$ cat src/rtl/trng_pkg.sv
// Shared types and default thresholds for the ring-oscillator TRNG sample controller.
package trng_pkg;

    localparam int unsigned DEF_WARMUP_CYCLES = 256;
    localparam int unsigned DEF_SAMPLE_DIV    = 8;
    localparam int unsigned DEF_RCT_CUTOFF    = 32;
    localparam int unsigned DEF_APT_WINDOW    = 512;
    localparam int unsigned DEF_APT_CUTOFF    = 400;
    localparam int unsigned BYTE_W            = 8;

    typedef enum logic [1:0] {
        ST_IDLE   = 2'b00,
        ST_WARMUP = 2'b01,
        ST_SAMPLE = 2'b10,
        ST_FAIL   = 2'b11
    } trng_state_e;

endpackage

$ cat src/rtl/trng_health_test.sv
// Continuous SP800-90B health tests (repetition count + adaptive proportion) on decimated samples.
module trng_health_test
    import trng_pkg::*;
#(
    parameter int unsigned RCT_CUTOFF = DEF_RCT_CUTOFF,
    parameter int unsigned APT_WINDOW = DEF_APT_WINDOW,
    parameter int unsigned APT_CUTOFF = DEF_APT_CUTOFF
) (
    input  logic clk,
    input  logic rst,
    input  logic clr,
    input  logic sample_vld,
    input  logic sample,
    output logic fail_c
);

    localparam int unsigned RCT_W  = $clog2(RCT_CUTOFF);
    localparam int unsigned APT_IW = $clog2(APT_WINDOW);
    localparam int unsigned APT_CW = $clog2(APT_CUTOFF);

    logic              rct_last;
    logic [RCT_W-1:0]  rct_run;
    logic              apt_ref;
    logic [APT_IW-1:0] apt_idx;
    logic [APT_CW-1:0] apt_cnt;

    logic [31:0] rct_nxt;
    logic [31:0] apt_cnt_nxt;
    logic [31:0] apt_idx_nxt;

    // Counts evaluated in 32 bits so the cutoff compare never sees a wrapped value.
    always_comb begin
        rct_nxt     = 32'd1;
        apt_cnt_nxt = 32'd1;
        apt_idx_nxt = 32'(apt_idx) + 32'd1;
        if (rct_run != '0 && sample == rct_last) begin
            rct_nxt = 32'(rct_run) + 32'd1;
        end
        if (apt_idx != '0) begin
            apt_cnt_nxt = (sample == apt_ref) ? 32'(apt_cnt) + 32'd1 : 32'(apt_cnt);
        end
    end

    assign fail_c = sample_vld && ((rct_nxt >= RCT_CUTOFF) || (apt_cnt_nxt >= APT_CUTOFF));

    always_ff @(posedge clk or posedge rst) begin
        if (rst) begin
            rct_last <= 1'b0;
            rct_run  <= '0;
            apt_ref  <= 1'b0;
            apt_idx  <= '0;
            apt_cnt  <= '0;
        end else if (clr) begin
            rct_last <= 1'b0;
            rct_run  <= '0;
            apt_ref  <= 1'b0;
            apt_idx  <= '0;
            apt_cnt  <= '0;
        end else if (sample_vld) begin
            rct_last <= sample;
            rct_run  <= RCT_W'(rct_nxt);
            apt_cnt  <= APT_CW'(apt_cnt_nxt);
            if (apt_idx == '0) begin
                apt_ref <= sample;
            end
            // Index wraps so the next sample opens a fresh window with a new reference.
            apt_idx <= (apt_idx_nxt == APT_WINDOW) ? '0 : APT_IW'(apt_idx_nxt);
        end
    end

endmodule

$ cat src/rtl/trng_sample_ctrl.sv
// TRNG sequencer: oscillator power/warm-up, raw-bit decimation, health-test gating and byte packing.
module trng_sample_ctrl
    import trng_pkg::*;
#(
    parameter int unsigned WARMUP_CYCLES = DEF_WARMUP_CYCLES,
    parameter int unsigned SAMPLE_DIV    = DEF_SAMPLE_DIV,
    parameter int unsigned RCT_CUTOFF    = DEF_RCT_CUTOFF,
    parameter int unsigned APT_WINDOW    = DEF_APT_WINDOW,
    parameter int unsigned APT_CUTOFF    = DEF_APT_CUTOFF
) (
    input  logic              clk,
    input  logic              rst,
    input  logic              enable,
    input  logic              raw_bit,
    input  logic              clear_fail,
    input  logic              byte_ready,
    output logic              osc_en,
    output logic [BYTE_W-1:0] byte_out,
    output logic              byte_valid,
    output logic              fail,
    output logic [1:0]        state
);

    localparam int unsigned WARM_W = $clog2(WARMUP_CYCLES);
    localparam int unsigned DIV_W  = $clog2(SAMPLE_DIV);
    localparam int unsigned BIT_W  = $clog2(BYTE_W);

    trng_state_e       state_q;
    logic [WARM_W-1:0] warm_cnt;
    logic [DIV_W-1:0]  div_cnt;
    logic [BIT_W-1:0]  bit_cnt;
    logic [BYTE_W-2:0] shreg;
    logic              raw_s1;
    logic              raw_sync;

    logic              sample_vld_c;
    logic              health_fail_c;
    logic [BYTE_W-1:0] byte_nxt_c;

    // Two-flop synchronizer for the free-running oscillator output.
    always_ff @(posedge clk or posedge rst) begin
        if (rst) begin
            raw_s1   <= 1'b0;
            raw_sync <= 1'b0;
        end else begin
            raw_s1   <= raw_bit;
            raw_sync <= raw_s1;
        end
    end

    assign sample_vld_c = (state_q == ST_SAMPLE) && (div_cnt == DIV_W'(SAMPLE_DIV - 1));
    assign byte_nxt_c   = {shreg, raw_sync};
    assign state        = 2'(state_q);

    trng_health_test #(
        .RCT_CUTOFF (RCT_CUTOFF),
        .APT_WINDOW (APT_WINDOW),
        .APT_CUTOFF (APT_CUTOFF)
    ) u_health (
        .clk        (clk),
        .rst        (rst),
        .clr        (state_q != ST_SAMPLE),
        .sample_vld (sample_vld_c),
        .sample     (raw_sync),
        .fail_c     (health_fail_c)
    );

    always_ff @(posedge clk or posedge rst) begin
        if (rst) begin
            state_q    <= ST_IDLE;
            osc_en     <= 1'b0;
            byte_out   <= '0;
            byte_valid <= 1'b0;
            fail       <= 1'b0;
            warm_cnt   <= '0;
            div_cnt    <= '0;
            bit_cnt    <= '0;
            shreg      <= '0;
        end else begin
            unique case (state_q)
                ST_IDLE: begin
                    if (enable) begin
                        state_q  <= ST_WARMUP;
                        osc_en   <= 1'b1;
                        warm_cnt <= '0;
                    end
                end
                ST_WARMUP: begin
                    if (!enable) begin
                        state_q <= ST_IDLE;
                        osc_en  <= 1'b0;
                    end else if (warm_cnt == WARM_W'(WARMUP_CYCLES - 1)) begin
                        state_q <= ST_SAMPLE;
                        div_cnt <= '0;
                        bit_cnt <= '0;
                        shreg   <= '0;
                    end else begin
                        warm_cnt <= warm_cnt + WARM_W'(1);
                    end
                end
                ST_SAMPLE: begin
                    // Health failure wins; the byte completing on the failing sample is lost.
                    if (health_fail_c) begin
                        state_q    <= ST_FAIL;
                        fail       <= 1'b1;
                        osc_en     <= 1'b0;
                        byte_valid <= 1'b0;
                        bit_cnt    <= '0;
                    end else if (!enable) begin
                        state_q    <= ST_IDLE;
                        osc_en     <= 1'b0;
                        byte_valid <= 1'b0;
                        bit_cnt    <= '0;
                    end else begin
                        if (byte_valid && byte_ready) begin
                            byte_valid <= 1'b0;
                        end
                        if (sample_vld_c) begin
                            div_cnt <= '0;
                            shreg   <= byte_nxt_c[BYTE_W-2:0];
                            if (bit_cnt == BIT_W'(BYTE_W - 1)) begin
                                bit_cnt <= '0;
                                if (!byte_valid || byte_ready) begin
                                    byte_out   <= byte_nxt_c;
                                    byte_valid <= 1'b1;
                                end
                            end else begin
                                bit_cnt <= bit_cnt + BIT_W'(1);
                            end
                        end else begin
                            div_cnt <= div_cnt + DIV_W'(1);
                        end
                    end
                end
                ST_FAIL: begin
                    if (clear_fail) begin
                        fail <= 1'b0;
                        if (enable) begin
                            state_q  <= ST_WARMUP;
                            osc_en   <= 1'b1;
                            warm_cnt <= '0;
                        end else begin
                            state_q <= ST_IDLE;
                        end
                    end
                end
            endcase
        end
    end

endmodule

$ cat config.mk
export PLATFORM = sky130hd
export DESIGN_NAME = trng_sample_ctrl
export DESIGN_NICKNAME = d
export VERILOG_FILES = /design/src/rtl/trng_pkg.sv /design/src/rtl/trng_health_test.sv /design/src/rtl/trng_sample_ctrl.sv
export SDC_FILE = /design/constraint.sdc
export NUM_CORES = 1
export LEC_CHECK = 0
export BUFFER_PORTS_ARGS = -buffer_cell sky130_fd_sc_hd__buf_2
export CAP_MARGIN = 40
export CORE_UTILIZATION = 25
export CTS_BUF_LIST = sky130_fd_sc_hd__clkbuf_8
export CTS_CLUSTER_DIAMETER = 40
export DETAILED_ROUTE_END_ITERATION = 6
export GPL_TIMING_DRIVEN = 0
export PLACE_DENSITY = 0.39
export SYNTH_ARGS = -nofsm -noshare
export SYNTH_HDL_FRONTEND = slang
export SYNTH_SLANG_ARGS = --single-unit
$ cat constraint.sdc
create_clock -name clk -period 4.5 [get_ports clk]
set_input_delay 0.675 -clock clk [delete_from_list [all_inputs] [get_ports clk]]
set_output_delay 0.675 -clock clk [all_outputs]
set_load 0.1 [all_outputs]
### Yosys cells after proc, flatten, opt, wreduce, memory -nomap -nowiden

Index checks and enable logic that the tools add are counted.
Widths: inputs -> output; s select.

| word-level totals | value |
|---|---|
| input bits | 6 |
| logic and storage cells | 130 |
| bits in registers | 61 |
| output and inout port bits | 13 |

| cells by class | value |
|---|---|
| add/sub/neg operators | 6 |
| magnitude comparators | 2 |
| eq/ne operators | 22 |
| reduce and logical (&&, ||, !) cells | 24 |
| mux-type cells | 59 |
| bitwise gates (word level) | 1 |

Operator list:

| cell | number |
|---|---|
| $mux 32 | 3 |
| $mux 9 | 5 |
| $mux 7 | 5 |
| $eq 32x10->1 const B | 1 |
| $ge 32x6->1 const B | 1 |
| $ge 32x9->1 const B | 1 |
| $mux 8 | 4 |
| $mux 3 | 9 |
| $pmux 8 s3 | 1 |
| $add 9x1->10 const B | 2 |
| $mux 1 | 18 |
| $ne 2x2->1 const B | 9 |
| $pmux 7 s2 | 1 |
| $mux 2 | 6 |
| $pmux 3 s2 | 2 |
| $reduce_and 4->1 | 3 |
| $reduce_and 6->1 | 2 |
| $mux 5 | 2 |
| $logic_not 9->1 | 1 |
| $reduce_bool 9->1 | 1 |
| $add 8x1->8 const B | 1 |
| $eq 8x8->1 const B | 1 |
| $pmux 2 s4 | 1 |
| $reduce_bool 2->1 | 4 |
| 21 further kinds | 30 |

### Longest topological paths before layout

| logic depth | value |
|---|---|
| word-level depth | 8 |
| gate-level depth with buffers | 11 |
| gate-level depth less buffers | 9 |

### By module

Synthesis repeated with hierarchy kept, for this count alone.

| second synthesis, totals | value |
|---|---|
| cells, all modules | 325 |
| area, all modules | 3286.9 µm² |

By module, submodules not included:

| module | seq. area each (µm²) | times used | area each (µm²) | cells an instance |
|---|---|---|---|---|
| trng_sample_ctrl | 900.9 | 1 | 1769.2 | 157 |
| trng_health_test | 625.6 | 1 | 1517.7 | 168 |

### Least setup slack after synthesis

Ideal clock, no wire load.

| timing path | value |
|---|---|
| kind | register to register |
| from | register state_q[0], in the netlist state[0] |
| to | register byte_out[0] |
| period minus slack after synthesis | 2.958 ns |
| stages on the path, launching flop included | 11 |
| library setup time | 0.128 ns |
| arrival | 2.830 ns |
| required time | 4.372 ns |
| buffers on the path | 2 |
| path slack | 1.542 ns |
| cell sequence | dfrtp_1 > inv_1 > ha_1 > and2_1 > clkbuf_1 > nand2_1 > a31oi_1 > a21oi_2 > o211a_1 > buf_2 > mux2_1 |

| on the way | value |
|---|---|
| word-level cells in the longest chain between the ends | 5 |

RTL lines:

| item | line | text |
|---|---|---|
| from (decl) | trng_sample_ctrl.sv:28 | `trng_state_e state_q;` |
| from (signal assigned) | trng_sample_ctrl.sv:70 | `state_q <= ST_IDLE;` |
| from (signal assigned) | trng_sample_ctrl.sv:83 | `state_q <= ST_WARMUP;` |
| from (signal assigned) | trng_sample_ctrl.sv:90 | `state_q <= ST_IDLE;` |
| $eq 2x2->1 * | trng_sample_ctrl.sv:51, trng_sample_ctrl.sv:80 |  |
| $logic_and 1x1->1 | trng_sample_ctrl.sv:51 | `assign sample_vld_c = (state_q == ST_SAMPLE) && (div_cnt == DIV_W'(SAMPLE_DIV - 1));` |
| $logic_and 1x1->1 | trng_health_test.sv:44 | `assign fail_c = sample_vld && ((rct_nxt >= RCT_CUTOFF) \|\| (apt_cnt_nxt >= APT_CUTOFF));` |
| $not 1->1 (no line) | - |  |
| $reduce_and 6->1 (no line) * | - |  |
| to (signal assigned) | trng_sample_ctrl.sv:124 | `byte_out <= byte_nxt_c;` |
| to (decl) | trng_sample_ctrl.sv:18 | `output logic [BYTE_W-1:0] byte_out,` |

Every way passes the cells marked *; elsewhere a longest branch is shown, timed or not.
A chain may end at the register's enable or synchronous reset.

### Worst setup path in the final report

| timing path | value |
|---|---|
| from | register state_q[0], in the netlist state[0] |
| to | register state_q[0], in the netlist state[0] |

| on the way | value |
|---|---|
| word-level cells in the longest chain between the ends | 5 |
| elaborated cells on any way between the ends | 13 |
| classes of those cells | 7 x eq/ne; 2 x mux; 4 x reduce/logical |

RTL lines:

| item | line |
|---|---|
| $eq 2x2->1 | trng_sample_ctrl.sv:51, trng_sample_ctrl.sv:80 |
| $logic_and 1x1->1 | trng_sample_ctrl.sv:51 |
| $logic_and 1x1->1 | trng_health_test.sv:44 |
| $ne 3x3->1 (no line) / $mux 2 (equally long branches) | - |
| $reduce_and 4->1 (no line) / $pmux 2 s4 (equally long branches) | - |

Several ways; a longest one is shown, not always the timed one.

==> impl_results.md <==
* Final HPWL DP at between 4 and 5 mm
* Slew @ Worst Pin at about 0.54 ns
* # nets final at between 300 and 400
* Asr flop ratio synth at 100%
* Root Driver: clkbuf_8
* NetSw at around 630 uW
* CP Launch Type: register
* Setup TNS at 0 ns
* Sequential power share at about two fifths
* #FFs+latches synth at just over 60
* Largest net degree at the start of global routing at 60
* Number of global-route vias before repair at 2328
* Starting Density at about 26%
* Core area at about 13000 um^2
* Clk buf depth at 2
* Post-CTS setup buffer count at 0
* Min-Delay Path Class: in2async
* Post-CTS resize count at 0
* Endpoint type of the worst setup path: register
* Grt total ovfl at 0
* Final Hold Fails at 0
* DR vias at around 2500
* Yosys warns at 0
* N_diodes at 0
* Maximum capacitance violations at 0
* Worst-skew pair later-pin latency at approximately 0.35 ns
* LEAKAGE at around 1.7 nW
* Critical Path Slowest Stage Cell: dfrtp_1
* Sequential area share after synthesis at a little under half
* Status: finished clean
* Synth area leader: dfrtp_1
* Most common cell after layout, fill and taps aside: dfrtp_1
* Buffers added on ports at 18
* Fmax at approximately 340 MHz
* First-pass GRT wire length at around 12 mm
* Post-Synthesis Cells at 320
* CP Buf/Inv Count at 3
* Top_reg_cell synth: dfrtp_1
* Gr usage total at 11.9%
* Synth Area per Inst at between 10 and 15 um^2
* Area contributors post-synth: dfrtp_1 46%, ha_1 5.7%, nand2_1 3.8%
* Worst-path fanout max at 10
* DRT Pass-1 Iters at 4
* Area grow syn2layout at 15.6%
* Reg clk slew, reported paths at approximately 0.07 ns
* Top Family by Delay on Critical Path: compound AO/OA/AOI/OAI gates
* Vert. Die Dim at 117 um
* Mapped Nets at 341
* Arr. time, crit path at between 3 and 4 ns
* TritonCTS buffer count at 9
* Crit-path max cell delay at approximately 0.43 ns
* Layout Utilization at 29.8%
* Post-route minimum period at around 3.0 ns
* Final GP Congestion at 0.788
* Post-Layout Cell Count at approximately 530
* Net Sw Frac at around two fifths
* Ratio of cells with drive above 1 in the final layout at 14.6%
* Synth unique cells at 64
* RSZ-0062 raised after global routing: no
* WL final at between 7 and 8 mm
* Combinational fraction of design power at around a third
* Final setup viols at 0
* Critical Path RT at around 4.8 ns
* Period utilisation layout at about two thirds
* Residual DRC count at 0
* Hold-fix buffer count after cts at 0
* P per Cell Area at 421 nW/um^2
* Die area at ~14000 um^2
* Antenna-violating nets left at 0
* Row count at a little over 40
* Initial antenna violation count at 0
* Min Hold Slack at between 0.15 and 0.2 ns
* TritonCTS clock tree: yes
* # IOs at 19
* Critical path class: reg2reg
* Max-slew violations at 0
* VDD IR max at approximately 0.50 mV
* WL/cell at 13.6 um
* Die Wd at around 120 um
* Commonest cells after routing, fill and taps aside: 61 x dfrtp_1, 33 x nand2_1, 22 x buf_2, 16 x inv_1, 15 x ha_1
* EDFF count, synth at 0
* Rel. slew slack at between 60 and 70%
* Post-synth top area share at about 46%
* Layout Skew at 0.00404 ns
* Int Power at about 970 uW
* H-tree depth at 3
* Mapped cell area at roughly 3300 um^2
* Vias/cell at 4.71
* Clock network fraction of total power at about 28%
* Placed cells at ~510
* Initial DRC Count at 82
* Sink Count at 61
* Crit-path cells: inv_1 -> ha_1 -> and2_1 -> clkbuf_1 -> nand2_1 -> a31oi_1 -> a21oi_2 -> buf_6 -> a311oi_1 -> a2bb2oi_1
## worst paths after layout
path | start | endpoint | slack (ns) | cells after the start
setup / recovery | state[0] | state[0] | 1.53 | 10
hold / removal | rst | byte_out[4] | 0.18 | 2
setup reg to reg | state[0] | state[0] | 1.53 | 10
hold reg to reg | raw_s1 | raw_sync | 0.36 | 0
max in group asynchronous | rst | bit_cnt[0] | 3.83 | 3
min in group clk | raw_s1 | raw_sync | 0.36 | 0
## power groups by stage
stage          clock [mW]  combinational, mW  sequential (mW)
5_1_grt             0.492              0.566            0.650
6_report            0.442              0.516            0.640
2_1_floorplan           0              0.267            0.786
4_1_cts             0.468              0.520            0.642
3_5_place_dp            0              0.517            0.652
3_3_place_gp            0              0.516            0.651
## layer usage
layer	up-vias	global-route usage [%]	part of all wire, %
met5	-	0	0
met4	0	4.56	1.6
met3	6	4.57	3.7
met2	31	17.9	45
met1	1213	15.3	50
li1	1232	-	-
## kinds of logic (layout without fill, tap and decap cells)
group / Yosys count / after routing / synth area share [%]
compound gates: 76 / 76 / 17.0
xor+xnor: 13 / 13 / 3.70
fa+ha+maj: 15 / 15 / 5.72
buf+inv: 31 / 66 / 4.15
flops: 61 / 61 / 46.5
mux: 15 / 15 / 4.99
simple gates: 109 / 109 / 17.9
## registers in the layout, summed over array words and instances, names as in the netlist
name,flops
u_health.rct_last,1
bit_cnt,3
u_health.apt_idx,9
osc_en,1
state,2
shreg,7
u_health.apt_ref,1
fail,1
raw_s1,1
raw_sync,1
warm_cnt,8
u_health.apt_cnt,9
byte_valid,1
u_health.rct_run,5
byte_out,8
div_cnt,3
## layout make-up
cell class              instances  area [um^2]
flip-flops and latches         61         1530
repair buffers                 19          118
plain buffers                  14         72.6
inverters                      17         66.3
clock inverters                 5         25.0
well taps                     172          215
clock buffers                  11          151
multi-input cells             228         1620
fillers                      1396         8930
## metrics by stage
stage               area (um^2)  total power, mW  setup WS (ns)
finish                     3790             1.60           1.53
global route               3790             1.71           1.28
CTS                        3790             1.63           1.48
detailed placement         3620             1.17           1.51
global placement           3590             1.17           1.24
floorplan                  3280             1.05           1.54
## Yosys cell counts, drive strengths merged, types with 4 or more instances
library cell   n
dfrtp         61
ha            15
nor2          14
a21oi          6
nand2         33
o41ai          5
mux2i          4
o21ai         23
o31ai          5
a31oi          4
buf            8
and2           9
clkbuf         6
xor2           5
a22o          10
nor2b          4
a21boi         4
inv           17
nand4          9
and3           5
nand3         13
mux2          11
xnor2          8
or3            4
Power figures use the tool's default switching activity.
